$ cat src/rtl/qcl_event_blink_pkg.sv
// Shared types and helpers for the event blinker and its cycle timer.
// Pulls in nothing; imported by qcl_event_blink.
package qcl_event_blink_pkg;

  typedef enum logic [1:0] {
    StIdle = 2'd0,
    StOn   = 2'd1,
    StOff  = 2'd2
  } state_e;

  // Width needed to hold the larger of the two load values; never below 1 bit.
  function automatic int unsigned timer_width(input int unsigned on_c,
                                              input int unsigned off_c);
    int unsigned m;
    m = (on_c > off_c) ? on_c : off_c;
    return (m < 2) ? 1 : $clog2(m);
  endfunction

endpackage

$ cat src/rtl/qcl_cycle_timer.sv
// Loadable down counter that stops at zero; zero_o flags the terminal count.
module qcl_cycle_timer #(
  parameter int unsigned width_p = 8
) (
  input  logic               clk_i,
  input  logic               reset_n_i,
  input  logic               load_i,
  input  logic [width_p-1:0] load_val_i,
  input  logic               en_i,
  output logic               zero_o
);

  logic [width_p-1:0] r_count;

  always_ff @(posedge clk_i or negedge reset_n_i) begin
    if (!reset_n_i) begin
      r_count <= '0;
    end else if (load_i) begin
      r_count <= load_val_i;
    end else if (en_i && (r_count != '0)) begin
      r_count <= r_count - 1'b1;
    end
  end

  assign zero_o = (r_count == '0);

endmodule

$ cat src/rtl/qcl_event_blink.sv
// Stretches single-cycle events into visible pulses with a guaranteed low gap, queueing
// events that arrive mid-pulse. QCL_EVENT_BLINK_OVERFLOW_EN adds a sticky overflow_o flag.
module qcl_event_blink
  import qcl_event_blink_pkg::*;
#(
  parameter int unsigned on_cycles_p   = 2**21,
  parameter int unsigned off_cycles_p  = 2**21,
  parameter int unsigned pending_max_p = 15
) (
  input  logic                                 clk_i,
  input  logic                                 reset_n_i,
  input  logic                                 v_i,
  output logic                                 o,
  output logic                                 busy_o,
  output logic [$clog2(pending_max_p+1)-1:0]   pending_o
`ifdef QCL_EVENT_BLINK_OVERFLOW_EN
  ,
  output logic                                 overflow_o
`endif
);

  localparam int unsigned TimerW = timer_width(on_cycles_p, off_cycles_p);
  localparam int unsigned PendW  = $clog2(pending_max_p + 1);
  localparam logic [TimerW-1:0] OnLoad  = TimerW'(on_cycles_p - 1);
  localparam logic [TimerW-1:0] OffLoad = TimerW'(off_cycles_p - 1);
  localparam logic [PendW-1:0]  PendMax = PendW'(pending_max_p);

  state_e            r_state;
  logic              r_o;
  logic              r_busy;
  logic [PendW-1:0]  r_pending;
  logic              w_zero;
  logic              w_avail;
  logic              w_consume;
  logic              w_load;
  logic [TimerW-1:0] w_load_val;

  // An event can start a pulse from IDLE or on the last OFF cycle.
  assign w_avail    = v_i | (r_pending != '0);
  assign w_consume  = w_avail & ((r_state == StIdle) | ((r_state == StOff) & w_zero));
  assign w_load     = w_consume | ((r_state == StOn) & w_zero);
  assign w_load_val = w_consume ? OnLoad : OffLoad;

  qcl_cycle_timer #(
    .width_p (TimerW)
  ) u_timer (
    .clk_i      (clk_i),
    .reset_n_i  (reset_n_i),
    .load_i     (w_load),
    .load_val_i (w_load_val),
    .en_i       (r_busy),
    .zero_o     (w_zero)
  );

  always_ff @(posedge clk_i or negedge reset_n_i) begin
    if (!reset_n_i) begin
      r_state <= StIdle;
      r_o     <= 1'b0;
      r_busy  <= 1'b0;
    end else begin
      unique case (r_state)
        StIdle: begin
          if (w_consume) begin
            r_state <= StOn;
            r_o     <= 1'b1;
            r_busy  <= 1'b1;
          end
        end
        StOn: begin
          if (w_zero) begin
            r_state <= StOff;
            r_o     <= 1'b0;
          end
        end
        StOff: begin
          if (w_zero) begin
            if (w_consume) begin
              r_state <= StOn;
              r_o     <= 1'b1;
            end else begin
              r_state <= StIdle;
              r_busy  <= 1'b0;
            end
          end
        end
        default: begin
          r_state <= StIdle;
          r_o     <= 1'b0;
          r_busy  <= 1'b0;
        end
      endcase
    end
  end

  // Pending events go first, so consume+v_i leaves the count unchanged.
  always_ff @(posedge clk_i or negedge reset_n_i) begin
    if (!reset_n_i) begin
      r_pending <= '0;
    end else if (w_consume && !v_i) begin
      r_pending <= r_pending - 1'b1;
    end else if (v_i && !w_consume && (r_pending != PendMax)) begin
      r_pending <= r_pending + 1'b1;
    end
  end

`ifdef QCL_EVENT_BLINK_OVERFLOW_EN
  logic w_drop;
  logic r_overflow;

  assign w_drop = v_i & ~w_consume & (r_pending == PendMax);

  always_ff @(posedge clk_i or negedge reset_n_i) begin
    if (!reset_n_i) begin
      r_overflow <= 1'b0;
    end else if (w_drop) begin
      r_overflow <= 1'b1;
    end
  end

  assign overflow_o = r_overflow;
`endif

  assign o         = r_o;
  assign busy_o    = r_busy;
  assign pending_o = r_pending;

endmodule

$ cat config.mk
export PLATFORM = sky130hd
export DESIGN_NAME = qcl_event_blink
export DESIGN_NICKNAME = d
export VERILOG_FILES = /design/src/rtl/qcl_event_blink_pkg.sv /design/src/rtl/qcl_cycle_timer.sv /design/src/rtl/qcl_event_blink.sv
export SDC_FILE = /design/constraint.sdc
export NUM_CORES = 1
export LEC_CHECK = 0
export ABC_AREA = 1
export BUFFER_PORTS_ARGS = -buffer_cell sky130_fd_sc_hd__buf_2
export CAP_MARGIN = 0
export CORE_UTILIZATION = 60
export CTS_BUF_LIST = sky130_fd_sc_hd__clkbuf_16
export DETAILED_ROUTE_END_ITERATION = 16
export PLACE_DENSITY = 0.79
export SYNTH_ARGS = -nofsm -noshare
export SYNTH_HDL_FRONTEND = slang
export SYNTH_SLANG_ARGS = --single-unit
$ cat constraint.sdc
create_clock -name clk_i -period 5.5 [get_ports clk_i]
set_clock_uncertainty 0.2 [all_clocks]
set_input_delay 0.55 -clock clk_i [delete_from_list [all_inputs] [get_ports clk_i]]
set_output_delay 0.55 -clock clk_i [all_outputs]
set_load 0.05 [all_outputs]
After elaboration in Yosys (flattened, before gate mapping)
Cells that the tools add are included.

word-level totals
  register bits after elaboration = 29
  bits of input ports = 3
  word-level logic and storage cells = 54

operators by class
  add/subtract/negate cells = 3
  eq/ne operators = 7
  muxes and demuxes = 17
  bitwise logic cells = 7
  reduce and logical (&&, ||, !) cells = 15

operators by type and width
  cell                                                                   count
  21-bit two-way mux                                                     2
  21-bit zero test                                                       1
  21-bit nonzero test                                                    1
  21-bit by 1-bit subtractor with 21-bit output (second input constant)  1
  4-bit two-way mux                                                      2
  2-bit inequality test (second input constant)                          4
  1-bit two-way mux                                                      7
  2-bit two-way mux                                                      3
  1-bit case mux with 3 select lines                                     2
  2-bit case mux with 3 select lines                                     1
  4-bit by 1-bit adder with 4-bit output (second input constant)         1
  1-bit logical AND                                                      4
  4-bit inequality test (second input constant)                          1
  4-bit AND reduction                                                    1
  2-bit nonzero test                                                     2
  4-bit nonzero test                                                     1
  4-bit by 1-bit subtractor with 4-bit output (second input constant)    1
  1-bit bitwise AND                                                      3
  1-bit bitwise OR                                                       3
  3-bit AND reduction                                                    1
  2-bit by 1-bit == test with 1-bit output (second input constant)       1
  2-bit == test (second input constant)                                  1
  1-bit zero test                                                        2
  2-bit zero test                                                        1
  other kinds (2)                                                        2

Logic depth before layout (Yosys ltp)
Gate-level depths: netlist of run 1.

  word-level depth = 9
  gate-level depth with buffers = 13
  gate-level depth less buffers = 13

By module
A second synthesis of run 1 with hierarchy kept.

second synthesis, totals
  cells, all modules = 318
  area, all modules = 2,172.1 um^2

by module, submodules not included
  module           times used  cells an instance  area an instance (um^2)  seq. area each (um^2)
  qcl_cycle_timer  1           247                1,605.3                  525.5
  qcl_event_blink  1           71                 566.8                    200.2

Least setup slack after synthesis of run 1
Ideal clock, no wire load.

  path kind = register to register
  start = register u_timer.r_count[0]
  end = register r_pending[2], in the netlist pending_o[2]
  setup time = 0.119 ns
  arrival time = 1.901 ns
  required time = 5.181 ns
  setup slack = 3.280 ns
  stages on the path, launching flop included = 13
  buffers on the path = 0
  period minus slack after synthesis = 2.220 ns
  cells stage by stage = dfrtp_1 inv_1 ha_1 nand2_2 nor2_4 nand3_4 nand2_4 nand3_2 xor2_1 ha_1 nand3b_1 nand3_1 nand2_1

between the ends
  cells in the longest elaborated chain, start to end = 8
  elaborated cells on any way between the ends = 10

ends and longest elaborated chain
  element                          RTL line                source
  start: declaration               qcl_cycle_timer.sv:13   logic [width_p-1:0] r_count;
  start signal: assignment         qcl_cycle_timer.sv:19   r_count <= load_val_i;
  start signal: assignment         qcl_cycle_timer.sv:21   r_count <= r_count - 1'b1;
  21-bit zero test *               qcl_cycle_timer.sv:25   assign zero_o = (r_count == '0);
  1-bit bitwise AND *              qcl_event_blink.sv:40   assign w_consume = w_avail & ((r_state == StIdle) | ((r_state == StOff) & w_zero));
  1-bit bitwise OR *               qcl_event_blink.sv:40
  1-bit bitwise AND *              qcl_event_blink.sv:40
  1-bit zero test                  qcl_event_blink.sv:101  end else if (v_i && !w_consume && (r_pending != PendMax)) begin
  1-bit logical AND (2 in series)  qcl_event_blink.sv:101
  2-bit nonzero test (no line)     -
  end signal: assignment           qcl_event_blink.sv:100  r_pending <= r_pending - 1'b1;
  end signal: assignment           qcl_event_blink.sv:102  r_pending <= r_pending + 1'b1;
  end: declaration                 qcl_event_blink.sv:31   logic [PendW-1:0] r_pending;

Mark *: on every way between the ends. The rest lies on a longest branch, timed or not.
A chain may end at the register's enable or synchronous reset.

Worst setup path in the final report of run 1
Ends and elaborated chain as after synthesis.

==> key figures, run 1 <==
Synth
  – Flops & latches, synth: 29
  – Syn avg cell area: 7.807 µm²
  – Unique masters post-synth: 28
  – YS warnings: 0
  – Post-synthesis instance total: 225
  – Sequential area share after synthesis: 41.31%
  – Syn Nets: 230
  – Mapped cell area: 1757 µm²

Finish
  – Register area: 725.7 µm²
  – Antenna Cells: 0
  – Post-Layout Cell Count: 269
  – Fill count: 235
  – Multi-input logic area: 899.6 µm²
  – Layout Area Growth over Synthesis: 10.76%
  – Share of post-route cells with drive strength above 1: 12.18%
  – NumNets Final: 243

Critical path
  – CP max stage delay: 0.37 ns
  – CP dominant cell by count: ha_1
  – Crit-path cells: inv_1, ha_1, nand2_2, nor2_4, nand3_4, nand2_4, nand3_2, xor2_1, ha_1, nand3b_1, nand3_1, nand2_1
  – CP Launch Type: register
  – CP Capture Type: register
  – Crit-path max FO: 6
  – Critical Path AT: 2.36 ns
  – Req. time, crit path: 5.45 ns
  – FF-to-FF path depth: 12
  – Setup CP Type: reg -> reg
  – CP max stage cell: dfrtp_1

Timing
  – Final setup violation count: 0
  – RSZ-0062 raised after global routing: no
  – Setup_tns: 0 ns
  – Max-slew violation count: 0
  – Final worst path period share: 43.66%
  – Peak Freq: 416.5 MHz
  – Min Tclk post-route: 2.401 ns
  – Least-Margin Pin Slew: 0.6216 ns
  – Min Hold Slack: 0.09271 ns
  – Final Hold Viols: 0
  – Slew margin rel.: 58.56%

Placement
  – Dpl cells: 262
  – RD Place Congestion: 0.9430
  – PortBufs: 8
  – Hpwl dp: 2725 µm

Clock tree
  – TritonCTS clock tree: done
  – CTS max path bufs: 2
  – CTS root buf: clkbuf_16
  – Clock Latency Late Sink: 0.27 ns
  – CTS HTree Levels: 2
  – Setup bufs post-CTS: 0
  – Post-CTS Resized: 0
  – Reg clk slew, reported paths: 0.05 ns
  – Hold Buf Count CTS: 0
  – Clk sinks: 29
  – CTS buffer count: 5

Outcome
  – Outcome: completed

Pwr
  – Worst VDD drop: 0.3903 mV
  – Total chip power: 584.3 µW
  – Leak: 0.0008677 µW
  – Pwr dens: 300.3 nW/µm²

Detailed routing
  – DR DRC count: 0
  – Wire length per cell: 13.85 µm
  – Vias: 1532
  – Starting DRT DRC Count: 61
  – Drt first pass iters: 4
  – Vias/cell: 5.695
  – Post-route ant nets: 0
  – Routed WL: 3725 µm

Global routing
  – GRT Total Usage: 27.79%
  – Grt ovf: 0
  – Largest net degree at the start of global routing: 30
  – Global-route wire length before repair: 6672 µm
  – Initial antenna violation count: 0
  – Vias in the first global route: 1537

Job
  – Max Cap Viol: 0

Floorplanning
  – Horiz. Die Dim: 56.11 µm
  – Rows: 19
  – Die H: 56.11 µm
  – Core ar.: 2758 µm²
  – Die area: 3148 µm²
  – Initial Utilization: 63.70%
  – I/O pin count: 9

Min path
  – Hold WC Path Type: in -> async
==> worst max-delay path, delay by kind of cell (launching register included) <==
kind / cells / cell delay, ns
buf+inv: 1 / 0.14
simple gates: 8 / 0.97
flops: 1 / 0.37
fa+ha+maj: 2 / 0.44
xor+xnor: 1 / 0.16
==> report_power, final <==
group,leakage (µW),internal [µW],switching [µW]
Clock,0.0000685,160,81.9
Sequential,0.000291,225,16.8
Combinational,0.000508,27.2,72.5
==> synth_stat cells <==
| library cell | instances | share of area, % |
|---|---|---|
| o31ai_1 | 1 | 0.43 |
| buf_6 | 2 | 1.3 |
| nand2_8 | 1 | 1.1 |
| nand2_1 | 48 | 10 |
| nand3_2 | 1 | 0.57 |
| nor3_1 | 4 | 1.1 |
| nand3b_1 | 3 | 1.3 |
| inv_6 | 1 | 0.50 |
| nor2_2 | 1 | 0.36 |
| xor2_1 | 10 | 5.0 |
| nand4_1 | 6 | 2.1 |
| nand3_1 | 12 | 3.4 |
| dfrtp_1 | 29 | 41 |
| a21oi_1 | 13 | 3.7 |
| a21o_1 | 1 | 0.43 |
| o21ai_1 | 8 | 2.3 |
| ha_1 | 2 | 1.4 |
| nand2_2 | 2 | 0.71 |
| inv_4 | 1 | 0.36 |
| a31oi_1 | 2 | 0.71 |
| nor3_2 | 1 | 0.57 |
| nor2_4 | 3 | 1.9 |
| nor2_1 | 31 | 6.6 |
| o21ai_0 | 10 | 2.8 |
| nor4_1 | 2 | 0.71 |
| nand3_4 | 1 | 1.0 |
| nand2_4 | 4 | 2.6 |
| inv_1 | 25 | 5.3 |
==> final timing paths <==
check | to | slack (ns) | from
max | pending_o[2] | 3.10 | u_timer.r_count[0]
min | u_timer.r_count[2] | 0.09 | reset_n_i
max reg2reg | pending_o[2] | 3.10 | u_timer.r_count[0]
min reg2reg | o | 0.26 | r_state[0]
max in group asynchronous | u_timer.r_count[20] | 4.59 | reset_n_i
min in group clk_i | o | 0.26 | r_state[0]
==> layout make-up <==
class / instances / share of cell area [%]
flip-flops and latches: 29 / 37.30
clock buffers: 5 / 6.431
well taps: 31 / 1.994
repair buffers: 8 / 2.058
multi-input cells: 167 / 46.24
clock inverters: 2 / 0.3859
inverters: 27 / 5.595
==> logic make-up after synthesis <==
family	count (synthesis)	share of synthesized area, %
buffers and inverters	29	7.479
DFF	29	41.31
adders and majority gates	2	1.424
xor gates and xnor gates	10	4.986
and+or+nand+nor	120	34.40
AOI/OAI and AO/OA	35	10.40
==> state kept, by name, indices dropped and copies added (netlist names) <==
name,count
o,1
pending_o,4
busy_o,1
r_state,2
u_timer.r_count,21
==> placed cells by master, fill, tap and decap left out, types with 5 or more instances in the layout <==
master / n
o21ai_0: 10
dfrtp_1: 29
nand3_1: 12
buf_2: 8
inv_1: 26
xor2_1: 10
nand2_1: 48
nand4_1: 6
clkbuf_16: 5
a21oi_1: 13
nor2_1: 31
o21ai_1: 8
==> through the flow <==
step / setup WS (ns) / cell area (µm²) / utilization [%]
floorplan: 3.280 / 1757 / -
CTS: 3.112 / 1946 / 70.55
detailed placement: 3.144 / 1813 / 65.74
global placement: 3.211 / 1813 / 65.74
global route: 2.918 / 1946 / 70.55
finish: 3.099 / 1946 / 70.55
==> routing by layer <==
metal	share of wire [%]	global-route usage [%]	up-vias
li1	-	-	763
met1	43	32.53	715
met2	49	46.43	36
met3	3.3	7.674	18
met4	4.3	14.29	0
met5	0	0	-
Note: power is estimated with default switching activity, not from simulation.
==> run 2, diff against run 1 <==
- CORE_UTILIZATION: 60 -> 54
- PLACE_DENSITY: 0.79 -> 0.75
- clock period: 5.5 -> 2.15 ns (I/O delays scaled with it)
==> key figures, run 2 (synthesized netlist as in run 1, its figures left out) <==
Min path
  – Hold_sp: v_i
  – Hold Crit Endpoint: pending_o[2]
  – Worst hold path depth: 4
  – Hold WC Path Type: in -> reg

Timing
  – Max-slew violation count: 0 (unchanged)
  – Min Hold Slack: 0.1215 ns (+0.02875 ns)
  – Final worst path period share: 94.39% (+51 points)
  – Final setup violation count: 0 (unchanged)
  – Slew margin rel.: 57.56% (-1.0 points)
  – Min Tclk post-route: 2.029 ns (-0.3718 ns)
  – Least-Margin Pin Slew: 0.6366 ns (+0.01494 ns)
  – Final Hold Viols: 0 (unchanged)
  – Peak Freq: 492.8 MHz (+18%)

Placement
  – RD Place Congestion: 0.9309 (-1.3%)
  – DP Area: 1909 µm² (+5.3%)
  – PortBufs: 8 (unchanged)
  – Hpwl dp: 2772 µm (+1.7%)

Critical path
  – Setup CP Type: reg -> reg
  – Req. time, crit path: 2.11 ns (-3.34 ns)
  – R2R setup slack: 0.12 ns (-2.98 ns)
  – Critical Path AT: 1.99 ns (-0.37 ns)
  – Crit-path cells: inv_2, ha_4, nand2_4, nor2_4, nand3_4, nand2_4, nand3_2, xor2_1, ha_1, nand3b_1, nand3_1, nand2_1
  – Worst r2r src: u_timer.r_count[0]
  – CP Launch Type: register
  – Crit-path max FO: 4 (-2)
  – Capturing point of the worst reg2reg path: pending_o[2]
  – Worst Path Buf+Inv: 1 (unchanged)
  – CP Capture Type: register
  – CP dominant cell by count: nand2_4
  – Cell family with most CP delay: simple AND/OR/NAND/NOR gates
  – CP max stage cell: dfrtp_1
  – FF-to-FF path depth: 12 (unchanged)
  – CP max stage delay: 0.38 ns (about the same)

Clock tree
  – CTS HTree Levels: 2 (unchanged)
  – Reg clk slew, reported paths: 0.05 ns (about the same)
  – CTS root buf: clkbuf_16
  – Clock Latency Late Sink: 0.27 ns (about the same)
  – CTS buffer count: 5 (unchanged)
  – CTS max path bufs: 2 (unchanged)
  – TritonCTS clock tree: done
  – Clk sinks: 29 (unchanged)

Detailed routing
  – DR DRC count: 0 (unchanged)
  – Vias/cell: 5.136 (-9.8%)
  – Wire length per cell: 12.55 µm (-9.4%)
  – Routed WL: 3703 µm (-0.59%)
  – Starting DRT DRC Count: 80 (+31%)
  – Vias: 1515 (-1.1%)
  – Drt first pass iters: 5 (+1)
  – Post-route ant nets: 0 (unchanged)

Finish
  – Design Area, Final: 2100 µm² (+7.9%)
  – Most common cell after layout, fill and taps aside: nand2_1
  – Largest Register: u_timer.r_count
  – Share of post-route cells with drive strength above 1: 21.12% (+8.9 points)
  – Fill count: 278 (+18%)
  – Layout Area Growth over Synthesis: 19.52%
  – Max reg flops: 21 (unchanged)
  – Commonest non-fill, non-tap cells in the layout: nand2_1 (47), dfrtp_1 (28), nor2_1 (26), inv_1 (23), a21oi_1 (13)
  – Antenna Cells: 0 (unchanged)
  – NumNets Final: 255 (+4.9%)

Pwr
  – Net Switching: 448.6 µW (+160%)
  – Internal Power: 1068 µW (+160%)
  – Pwr dens: 722.1 nW/µm² (+140%)
  – Logic pwr share: 16.7% (-0.4 points)
  – Clk pwr share: 42.7% (+1.2 points)
  – Reg power frac: 40.7% (-0.8 points)
  – Worst VDD drop: 0.9740 mV (+150%)
  – Leak: 0.0009408 µW (+8.4%)
  – Switching share of power: 29.59% (+0.27 points)

Floorplanning
  – Die H: 59.04 µm (+5.2%)
  – Core ar.: 3078 µm² (+12%)
  – Initial Utilization: 57.07% (-6.6 points)
  – Rows: 20 (+1)
  – Horiz. Die Dim: 59.04 µm (+5.2%)
  – I/O pin count: 9 (unchanged)
  – Die area: 3485 µm² (+11%)

Global routing
  – Largest net degree at the start of global routing: 30 (unchanged)
  – GRT Total Usage: 24.30% (-3.5 points)
  – Initial antenna violation count: 0 (unchanged)
  – Global-route wire length before repair: 6175 µm (-7.4%)
  – Grt ovf: 0 (unchanged)
  – Vias in the first global route: 1439 (-6.4%)

Job
  – Max Cap Viol: 0 (unchanged)

Outcome
  – Outcome: completed
[run 2: layout make-up]
cell class	count	area [µm²]	area share (%)
Clock buffer	5	125.1	5.959
Clock inverter	3	13.76	0.6555
Inverter	27	108.9	5.185
Multi-Input combinational cell	167	937.1	44.64
Sequential cell	29	726.9	34.62
Tap cell	44	55.05	2.622
Timing Repair Buffer	20	132.6	6.317
[run 2: how the worst max path moves through the flow]
stage	slack, ns	cells after the start	from	to
after detailed placement	0.06	11	u_timer.r_count[16]	pending_o[2]
final	0.12	12	u_timer.r_count[0]	pending_o[2]
after global routing	-0.01	11	u_timer.r_count[11]	pending_o[2]
after floorplan	0.003	12	u_timer.r_count[0]	pending_o[2]
after CTS	0.05	11	u_timer.r_count[16]	pending_o[2]
after global placement	0.07	11	u_timer.r_count[16]	pending_o[2]
[run 2: per-stage QoR]
step	setup slack, ns	std cells	TNS (ns)	util, %	power, µW
finish	0.1207	295	0	68.21	1516
global placement	0.06907	284	0	62.03	877.2
detailed placement	0.05572	284	0	62.03	877.3
CTS	0.05123	293	0	66.87	1536
global route	-0.01437	295	-0.01437	68.21	1592
floorplan	0.002883	225	0	-	815.4
[run 2: timing repair]
item | 4_1_cts | 5_1_grt
endpoints found under the hold margin | 29 | 0
buffers inserted | 0 | 2
endpoints found under the setup margin | 0 | 10
resized for setup | 0 | 12
hold buffers | 1 | 0
[run 2: routing by layer]
layer | wire (µm) | GRT usage, %
met1 | 1706 | 29.17
met2 | 1821 | 41.23
met3 | 118 | 5.677
met4 | 56 | 11.22
met5 | 0 | 0
[run 2: worst reg2reg max path, stage by stage (launching register included)]
cell and delay, ns:
dfrtp_1 0.38, inv_2 0.08, ha_4 0.17, nand2_4 0.07
nor2_4 0.15, nand3_4 0.09, nand2_4 0.07, nand3_2 0.07
xor2_1 0.15, ha_1 0.19, nand3b_1 0.17, nand3_1 0.08
nand2_1 0.05
[run 2: power by group through the flow]
stage	registers (µW)	logic, µW	clock network, µW
final	616	253	647
after global placement	623	254	0
after global routing	624	279	689
after CTS	615	255	666
after floorplan	719	96.9	0
after detailed placement	624	254	0
==> run 3, diff against run 2 <==
- CORE_UTILIZATION: 54 -> 55
- PLACE_DENSITY: 0.75 -> 0.74
- clock period: 2.15 -> 2.61 ns (I/O delays scaled with it)
==> key figures, run 3 (synthesized netlist as in run 1, its figures left out) <==
Critical path
  – Critical Path AT: 2.34 ns (+0.35 ns)
  – Crit-path cells: inv_1, ha_1, nand2_2, nor2_4, nand3_4, nand2_4, nand3_2, xor2_1, ha_1, nand3b_1, nand3_1, nand2_1
  – CP dominant cell by count: ha_1
  – CP max stage delay: 0.37 ns (about the same)
  – CP Launch Type: register
  – Worst Setup SP: u_timer.r_count[0]
  – Worst r2r src: u_timer.r_count[0]
  – Setup CP Type: reg -> reg
  – Cell family with most CP delay: simple AND/OR/NAND/NOR gates
  – Req. time, crit path: 2.57 ns (+0.46 ns)
  – Crit-path max FO: 6 (+2)
  – CP max stage cell: dfrtp_1
  – CP Capture Type: register
  – Worst Path Buf+Inv: 1 (unchanged)

Finish
  – Commonest non-fill, non-tap cells in the layout: nand2_1 (48), nor2_1 (31), dfrtp_1 (29), inv_1 (26), a21oi_1 (13)
  – Design Area, Final: 1972 µm² (-6.1%)
  – Most common cell after layout, fill and taps aside: nand2_1
  – Post-Layout Cell Count: 283 (-4.1%)
  – Max reg flops: 21 (unchanged)
  – Antenna Cells: 0 (unchanged)
  – Largest Register: u_timer.r_count
  – NumNets Final: 244 (-4.3%)
  – Share of post-route cells with drive strength above 1: 12.13% (-9.0 points)
  – Layout Area Growth over Synthesis: 12.25%

Timing
  – RSZ-0062 raised after global routing: no
  – Max-slew violation count: 0 (unchanged)
  – Least-Margin Pin Slew: 0.6670 ns (+0.03045 ns)
  – Peak Freq: 420.1 MHz (-15%)
  – Slew margin rel.: 55.53% (-2.0 points)
  – Final Hold Viols: 0 (unchanged)
  – Final worst path period share: 91.21% (-3.2 points)
  – Final worst slack: 0.2294 ns (+0.1087 ns)
  – Setup_tns: 0 ns (unchanged)
  – Final setup violation count: 0 (unchanged)
  – Min Tclk post-route: 2.381 ns (+0.3513 ns)

Floorplanning
  – Die area: 3424 µm² (-1.8%)
  – Rows: 20 (unchanged)
  – I/O pin count: 9 (unchanged)
  – Initial Utilization: 57.54% (+0.47 points)
  – Core ar.: 3053 µm² (-0.81%)
  – Horiz. Die Dim: 58.52 µm (-0.88%)
  – Die H: 58.52 µm (-0.88%)

Clock tree
  – CTS HTree Levels: 2 (unchanged)
  – CTS root buf: clkbuf_16
  – CTS max path bufs: 2 (unchanged)
  – Setup bufs post-CTS: 0 (unchanged)
  – Clk sinks: 29 (unchanged)
  – Reg clk slew, reported paths: 0.05 ns (about the same)
  – CTS buffer count: 5 (unchanged)
  – Clock Latency Late Sink: 0.27 ns (about the same)
  – Post-CTS Resized: 0 (unchanged)
  – TritonCTS clock tree: done

Placement
  – PortBufs: 8 (unchanged)
  – RD Place Congestion: 0.9004 (-3.3%)
  – Hpwl dp: 2705 µm (-2.4%)
  – DP Worst Slack: 0.2417 ns (+0.1859 ns)
  – DP Area: 1829 µm² (-4.2%)
  – Dpl cells: 275 (-3.2%)

Detailed routing
  – Vias: 1494 (-1.4%)
  – Vias/cell: 5.279 (+2.8%)
  – Post-route ant nets: 0 (unchanged)
  – Routed WL: 3692 µm (-0.30%)
  – Starting DRT DRC Count: 78 (-2.5%)
  – Wire length per cell: 13.05 µm (+3.9%)
  – DR DRC count: 0 (unchanged)
  – Drt first pass iters: 4 (-1)

Global routing
  – Vias in the first global route: 1453 (+0.97%)
  – Largest net degree at the start of global routing: 30 (unchanged)
  – Grt ovf: 0 (unchanged)
  – GRT Total Usage: 25.08% (+0.78 points)
  – Initial antenna violation count: 0 (unchanged)
  – Global-route wire length before repair: 6299 µm (+2.0%)

Pwr
  – Pwr dens: 630.1 nW/µm² (-13%)
  – Leak: 0.0008719 µW (-7.3%)
  – Total chip power: 1243 µW (-18%)
  – Worst VDD drop: 0.7606 mV (-22%)

Min path
  – Hold_sp: v_i
  – Hold WC Path Type: in -> reg

Job
  – Max Cap Viol: 0 (unchanged)

Outcome
  – Outcome: completed
[run 3: cell count changes in the layout (fill, tap and decap cells not counted), sizes merged]
cell,change
buf,-11
clkinv,-1
[run 3: final timing paths]
| check | end | slack (ns) | cells after the start |
|---|---|---|---|
| min in group asynchronous | u_timer.r_count[15] | 0.37 | 2 |
| worst max register to register | pending_o[2] | 0.23 | 12 |
| worst max-delay path | pending_o[2] | 0.23 | 12 |
| worst min-delay path | pending_o[2] | 0.17 | 4 |
| worst min register to register | o | 0.26 | 1 |
| max in group asynchronous | u_timer.r_count[20] | 1.41 | 2 |
[run 3: cell type report]
| cell class | instances | area, µm² |
|---|---|---|
| Fill cell | 283 | 1081 |
| Multi-Input combinational cell | 167 | 899.6 |
| Sequential cell | 29 | 725.7 |
| Clock buffer | 5 | 125.1 |
| Inverter | 27 | 108.9 |
| Tap cell | 44 | 55.05 |
| Timing Repair Buffer | 9 | 50.05 |
| Clock inverter | 2 | 7.507 |
[run 3: report_power, final]
part / total, µW / internal [µW] / leakage [µW] / switching, µW
logic: 215 / 59.2 / 0.000513 / 156
clock network: 520 / 339 / 0.0000685 / 182
registers: 507 / 475 / 0.000291 / 32.2
[run 3: what timing repair did]
item | in CTS | in global routing
hold buffers | 1 | 0
endpoints found under the setup margin | 0 | 0
hold endpoints to repair | 29 | 0
[run 3: stage by stage]
| step | utilization (%) | hold slack (ns) |
|---|---|---|
| CTS | 64.59 | 0.1743 |
| detailed placement | 59.92 | 0.1262 |
| global placement | 59.92 | 0.1286 |
| finish | 64.59 | 0.1732 |
| floorplan | - | -0.2346 |
| global route | 64.59 | 0.2089 |
[run 3: per-layer routing]
layer  vias up  GRT usage [%]  wire [µm]
met5         -              0          0
met4         0          9.184         65
met3         8          6.374        141
met2        22          42.20       1809
met1       700          31.25       1675
li1        764              -          -
[run 3: tightest hold or removal path, stage by stage]
cell,delay (ns)
buf_2,0.11
nand4_1,0.10
nand3_1,0.08
nand2_1,0.06
